===== src/rtl/bcd_timer_gen.sv =====
// BCD countdown timer (minutes:seconds) with digit shift-in loading and a done pulse.
// Optional +30 s button logic is compiled in when TIMER_ADD30_EN is defined.
module bcd_timer_gen #(
  parameter int MIN_DIGITS = 1
) (
  input  logic                    clk,
  input  logic                    clr,
  input  logic                    load,
  input  logic                    en,
  input  logic                    tick,
`ifdef TIMER_ADD30_EN
  input  logic                    add30,
`endif
  input  logic [3:0]              data,
  output logic [3:0]              sec_ones,
  output logic [3:0]              sec_tens,
  output logic [4*MIN_DIGITS-1:0] mins,
  output logic                    zero,
  output logic                    done,
  output logic                    running
);

  localparam int MW = 4 * MIN_DIGITS;

  logic [3:0]      ones_q, ones_d;
  logic [3:0]      tens_q, tens_d;
  logic [MW-1:0]   mins_q, mins_d;
  logic            done_q, done_d;
  logic [MW+3:0]   shift_word;
  logic [MW-1:0]   mins_dec;
  logic [MIN_DIGITS-1:0] borrow_c;
  logic            add_req;
  logic            do_count;

`ifdef TIMER_ADD30_EN
  logic [MW-1:0]   mins_inc;
  logic [MIN_DIGITS:0] carry_c;
  logic [4:0]      tens_sum;

  assign add_req    = load & add30;
  assign carry_c[0] = 1'b1;
  assign tens_sum   = {1'b0, tens_q} + 5'd3;
`else
  assign add_req = 1'b0;
`endif

  assign borrow_c[0] = 1'b1;
  assign shift_word  = {mins_q, tens_q};

  // Per-digit BCD borrow (decrement) and carry (increment) chains across the minute digits.
  generate
    for (genvar gi = 0; gi < MIN_DIGITS; gi++) begin : g_digit
      logic [3:0] digit;
      assign digit = mins_q[4*gi +: 4];
      assign mins_dec[4*gi +: 4] = !borrow_c[gi]   ? digit :
                                   (digit == 4'd0) ? 4'd9  : digit - 4'd1;
      if (gi < MIN_DIGITS - 1) begin : g_borrow
        assign borrow_c[gi+1] = borrow_c[gi] & (digit == 4'd0);
      end
`ifdef TIMER_ADD30_EN
      assign mins_inc[4*gi +: 4] = !carry_c[gi]    ? digit :
                                   (digit == 4'd9) ? 4'd0  : digit + 4'd1;
      assign carry_c[gi+1] = carry_c[gi] & (digit == 4'd9);
`endif
    end
  endgenerate

  assign zero     = (ones_q == 4'd0) && (tens_q == 4'd0) && (mins_q == '0);
  assign running  = ~en & load & ~zero;
  assign do_count = load & ~en & tick & ~zero & ~add_req;

  always_comb begin
    ones_d = ones_q;
    tens_d = tens_q;
    mins_d = mins_q;
    done_d = 1'b0;
    if (!load) begin
      if (data <= 4'd9) begin
        mins_d = shift_word[MW-1:0];
        tens_d = ones_q;
        ones_d = data;
      end
`ifdef TIMER_ADD30_EN
    end else if (add_req) begin
      if (tens_sum >= 5'd6) begin
        // Carry into minutes; an all-9 minute field cannot absorb it, so clamp.
        if (carry_c[MIN_DIGITS]) begin
          mins_d = {MIN_DIGITS{4'd9}};
          tens_d = 4'd5;
          ones_d = 4'd9;
        end else begin
          mins_d = mins_inc;
          tens_d = 4'(tens_sum - 5'd6);
        end
      end else begin
        tens_d = tens_sum[3:0];
      end
`endif
    end else if (do_count) begin
      if (ones_q != 4'd0) begin
        ones_d = ones_q - 4'd1;
      end else if (tens_q != 4'd0) begin
        tens_d = tens_q - 4'd1;
        ones_d = 4'd9;
      end else begin
        mins_d = mins_dec;
        tens_d = 4'd5;
        ones_d = 4'd9;
      end
      done_d = (ones_d == 4'd0) && (tens_d == 4'd0) && (mins_d == '0);
    end
  end

  always_ff @(posedge clk or negedge clr) begin
    if (!clr) begin
      ones_q <= 4'd0;
      tens_q <= 4'd0;
      mins_q <= '0;
      done_q <= 1'b0;
    end else begin
      ones_q <= ones_d;
      tens_q <= tens_d;
      mins_q <= mins_d;
      done_q <= done_d;
    end
  end

  assign sec_ones = ones_q;
  assign sec_tens = tens_q;
  assign mins     = mins_q;
  assign done     = done_q;

endmodule


===== config.mk =====
export PLATFORM = sky130hd
export DESIGN_NAME = bcd_timer_gen
export DESIGN_NICKNAME = d
export VERILOG_FILES = /design/src/rtl/bcd_timer_gen.sv
export SDC_FILE = /design/constraint.sdc
export NUM_CORES = 1
export LEC_CHECK = 0
export BUFFER_PORTS_ARGS = -buffer_cell sky130_fd_sc_hd__buf_2
export CAP_MARGIN = 30
export CORE_ASPECT_RATIO = 1.25
export CORE_MARGIN = 2
export CORE_UTILIZATION = 45
export CTS_CLUSTER_DIAMETER = 30
export DETAILED_ROUTE_END_ITERATION = 6
export GPL_TIMING_DRIVEN = 0
export HOLD_SLACK_MARGIN = 0.06
export PLACE_DENSITY = 0.73
export SYNTH_ARGS = -nofsm -noshare
export SYNTH_HDL_FRONTEND = slang
export SYNTH_SLANG_ARGS = --single-unit
export TNS_END_PERCENT = 20

===== constraint.sdc =====
create_clock -name clk -period 2 [get_ports clk]
set_input_delay 0.3 -clock clk [delete_from_list [all_inputs] [get_ports clk]]
set_output_delay 0.3 -clock clk [all_outputs]
set_load 0.1 [all_outputs]

; After elaboration in Yosys (flattened, before gate mapping)
; Index checks and enable logic that the tools add are counted.
[totals]
register_bits = 13
in_bits = 9
out_inout_bits = 15
word_cells = 52
[op_classes]
addsub = 3
n_lt_le_gt_ge = 1
n_eq_ne = 1
muxes = 23
n_bitwise = 6
n_reduce_logical = 14
[op_table]
columns = operator, count
row1 = 4-bit two-way mux, 21
row2 = 4-bit logical NOT, 6
row3 = "4-bit by 1-bit subtractor with 4-bit output, second input constant", 3
row4 = 4-bit nonzero test, 2
row5 = 1-bit bitwise AND, 4
row6 = "4-bit less-or-equal comparator, second input constant", 1
row7 = 1-bit logical AND, 4
row8 = 1-bit two-way mux, 2
row9 = "2-bit by 1-bit inequality test with 1-bit output, second input constant", 1
row10 = 1-bit NOT, 2
row11 = 2-bit AND reduction, 1
row12 = 2-bit nonzero test, 1

; Depth between registers and ports, before layout
[logic_depth]
word_depth = 12
ltp_mapped = 7
depth_no_buf = 4

; Least setup slack after synthesis
; OpenSTA, ideal clock, no wires.
[synth_timing]
path_kind = register -> output
from = reg tens_q[0] (netlist: sec_tens[0])
to = out running
arrival_time_ns = 5.407
t_required_ns = 1.700
setup_slack_ns = -3.707
path_stages_with_launch = 6
path_buffers = 2
cell_sequence = dfrtp_1 -> buf_2 -> or4_1 -> buf_2 -> nor3_1 -> nor3_1
[synth_between]
elab_chain_cells = 5
[synth_rtl]
columns = element, line
row1 = from (decl), 26  ; logic [3:0] tens_q, tens_d;
row2 = from (signal assigned), 122  ; tens_q <= tens_d;
row3 = 4-bit logical NOT, 68  ; assign zero = (ones_q == 4'd0) && (tens_q == 4'd0) && (mins_q == '0);
row4 = 1-bit logical AND (2 in a row), 68
row5 = via zero, 18  ; output logic zero,
row6 = 1-bit NOT, 69  ; assign running = ~en & load & ~zero;
row7 = 1-bit bitwise AND, 69
row8 = to (decl), 20  ; output logic running
; The timed path passes the listed nets, and every way through them passes these cells.

; Final worst setup path
[layout_timing]
from = reg ones_q[0] (netlist: sec_ones[0])
to = out running
[layout_between]
elab_chain_cells = 5
[layout_rtl]
columns = element, line
row1 = from (decl), 25  ; logic [3:0] ones_q, ones_d;
row2 = from (signal assigned), 121  ; ones_q <= ones_d;
row3 = 4-bit logical NOT, 68
row4 = 1-bit logical AND (2 in a row), 68
row5 = 1-bit NOT, 69
row6 = 1-bit bitwise AND, 69
; No other way between the ends.

==> impl_metrics.csv <==
group,metric,value,unit
placed_design,post-dp-hpwl,1.80,mm
timing,slew_violations,0,
yosys,postSynthAreaPerCell,8.55,um^2
placed_design,portBuffers,23,
worst_hold_path,min_from,"data[2]",
run_status,outcome,"complete, but fails checks",
power_and_ir_drop,ir_worst_vdd,1.02,mV
setup_path,worstPathRequired,1.70,ns
yosys,synth_cell_types,33,
clocking,cts-root-buf,"clkbuf_4",
yosys,synth_area,855,um^2
global_routing,antenna_found_initial,0,
yosys,yosysWarnings,0,
yosys,synth_top_area_cell,"dfrtp_1",
floorplan,io_pins,24,
yosys,synth_seq_cells,13,
timing,setup_violations,11,
yosys,yosysSeqAreaShare,38.1,%
routing,first_pass_iters,4,
yosys,synthTopCellsByCount,"dfrtp_1, o21ai_0, nor3_1",
cells_and_area,num_antenna_cells,0,
clocking,cts_buffer_depth,2,
floorplan,core_area,1790,um^2
timing,hold_violations,0,
yosys,synth.net_count,109,
global_routing,grt_pass1_vias,1024,
run_status,violations,"setup timing",
power_and_ir_drop,switchingPower,940,uW
timing,fin_ws,-0.181,ns
yosys,synth_edf_count,0,
floorplan,fp-row-count,17,
timing,finalCriticalPeriod,2.18,ns
setup_path,critPathCaptureType,"output pin",
cells_and_area,num-nets-final,143,
power_and_ir_drop,cellPowerDensity,1330,nW/um^2
setup_path,rr_startpoint,"sec_ones[0]$_DFFE_PN0P_",
global_routing,grt.overflow.total,0,
power_and_ir_drop,p_int,665,uW
setup_path,crit_arrival,1.88,ns
yosys,yosysTopAreaCellShare,38.1,%
timing,fmax,458,MHz
global_routing,grt_max_degree,14,
routing,antenna_left,0,
routing,post_drt_via_cell_ratio,6.73,
clocking,worstSkewPairLatency,0.27,ns
timing,worstMarginPinSlew,0.558,ns
setup_path,path_class,"reg -> out",
floorplan,die_w,43.0,um
yosys,synthCells,100,
power_and_ir_drop,swShare,58.6,%
power_and_ir_drop,leakage,0.000508,uW
timing,holdWs,0.276,ns
routing,drc,0,
cells_and_area,drive_gt1_share,45.9,%
power_and_ir_drop,power,1610,uW
setup_path,critPathLaunchType,"register",
job,drv_cap,0,
timing,tns,-0.753,ns
routing,vias,1023,
yosys,synth_top_cells_by_area,"dfrtp_1, o21ai_0, nor3_1",
placed_design,place.gp.congestion,0.828,
routing,drt_wl_total,2.71,mm
cells_and_area,area_growth,41.7,%
power_and_ir_drop,seqPwrFrac,28.3,%
yosys,synth_ff_type,"dfrtp_1",
routing,wl_per_cell,17.8,um
floorplan,dieArea,2270,um^2
setup_path,worstPathMaxFanout,4,
timing,rsz0062_at_grt,"yes",
global_routing,grt_use_total,27.0,%
clocking,clk_pin_slew,0.08,ns
power_and_ir_drop,p_clk_share,10.3,%
clocking,tritoncts,"yes",
global_routing,grt_pass1_wl,4.57,mm
routing,drt_iter0_markers,48,
clocking,htreeDepth,1,
worst_hold_path,hold_path.class,"in -> reg",
timing,relSlewSlack,62.8,%
timing,fin_crit_sh,109,%
yosys,synth-async-reset-ratio,100,%
floorplan,initial_core_util,47.8,%
timing,finalClockSkew,0.00150,ns
power_and_ir_drop,p_comb_share,61.4,%
floorplan,die_y,52.7,um
clocking,cts_made_buffers,3,
clocking,cts_sinks,13,
setup_path,startpoint,"sec_ones[0]$_DFFE_PN0P_",
flip-flops by register name, indices dropped and copies added (netlist names):
signal	count
mins	4
sec_tens	4
done	1
sec_ones	4
critical path: stages, from the launching register on:
cell and delay, ns:
dfrtp_4 0.48, or4_4 0.58, nor3_4 0.20, buf_6 0.13, nor3_4 0.04, buf_12 0.17
area by class of cell:
type / count / area [um^2]
plain buffers: 4 / 22.5
clock buffers: 4 / 26.3
fillers: 161 / 576
inverters: 3 / 11.3
multi-input cells: 75 / 544
flip-flops and latches: 13 / 349
well taps: 19 / 23.8
repair buffers: 34 / 234
power by group through the flow:
stage	Combinational (uW)	Clock, uW	Sequential (uW)
after CTS	965	167	449
final	985	166	454
after global placement	937	0	460
after global routing	1030	184	469
after floorplan	301	0	937
after detailed placement	945	0	462
metrics by stage:
stage | cell area, um^2 | worst slack, ns | instances | util (%)
floorplan | 941 | -0.871 | 100 | -
global placement | 1080 | -0.289 | 142 | 60.4
detailed placement | 1080 | -0.299 | 142 | 60.4
CTS | 1180 | -0.177 | 152 | 66.0
global route | 1210 | -0.248 | 152 | 67.8
finish | 1210 | -0.181 | 152 | 67.8
placed cells by master, fill, tap and decap left out, types with 2 or more instances in the layout:
cell type  synthesis  routed
and2_1             2       2
dfrtp_4            0       4
nor4_2             0       2
dfrtp_2            0       7
buf_6              1       2
o21ai_1            0       4
or4_4              0       3
nor4_1             6       4
and3_1             2       2
nor3_4             0       2
nand4_1            2       2
a221o_1            4       4
clkbuf_4           0       3
buf_12             0       2
dfrtp_1           13       2
a22o_1             3       3
nor3_1            10       7
inv_1              3       3
o21ai_0           13       8
nor2_1             8       8
nand2_1            3       3
a211oi_1           2       2
o22ai_1            2       2
clkbuf_1           4       4
buf_4              0       9
buf_2              4      21
metal layers:
metal | vias up | wire, um | track usage (%)
met5 | - | 0 | 0
met4 | 0 | 85 | 17.2
met3 | 12 | 212 | 5.86
met2 | 60 | 1360 | 43.2
met1 | 494 | 1050 | 32.6
li1 | 457 | - | -
final timing paths:
check                                               end  slack [ns]  cells after the start
max in group asynchronous       sec_ones[0]$_DFFE_PN0P_        1.29                      2
worst min-delay path            sec_ones[2]$_DFFE_PN0P_        0.28                      2
min in group asynchronous           mins[0]$_DFFE_PN0P_        0.45                      2
worst max register to register      mins[1]$_DFFE_PN0P_       -0.12                      4
worst max-delay path                            running       -0.18                      5
worst min register to register  sec_tens[3]$_DFFE_PN0P_        0.55                      1
kinds of logic after synthesis:
group	count (synthesis)	share of synthesized area [%]
compound gates	30	24.7
simple gates	43	28.3
xor+xnor	1	1.03
flops	13	38.1
buf+inv	12	6.73
mux	1	1.17
what timing repair did:
item | CTS | global route
pin swaps | 6 | 2
endpoints found under the hold margin | 13 | 0
setup endpoints to repair | 15 | 15
setup buffers | 10 | 0
hold buffers | 1 | 0
resized for setup | 13 | 10
Note: power is estimated with default switching activity, not from simulation.
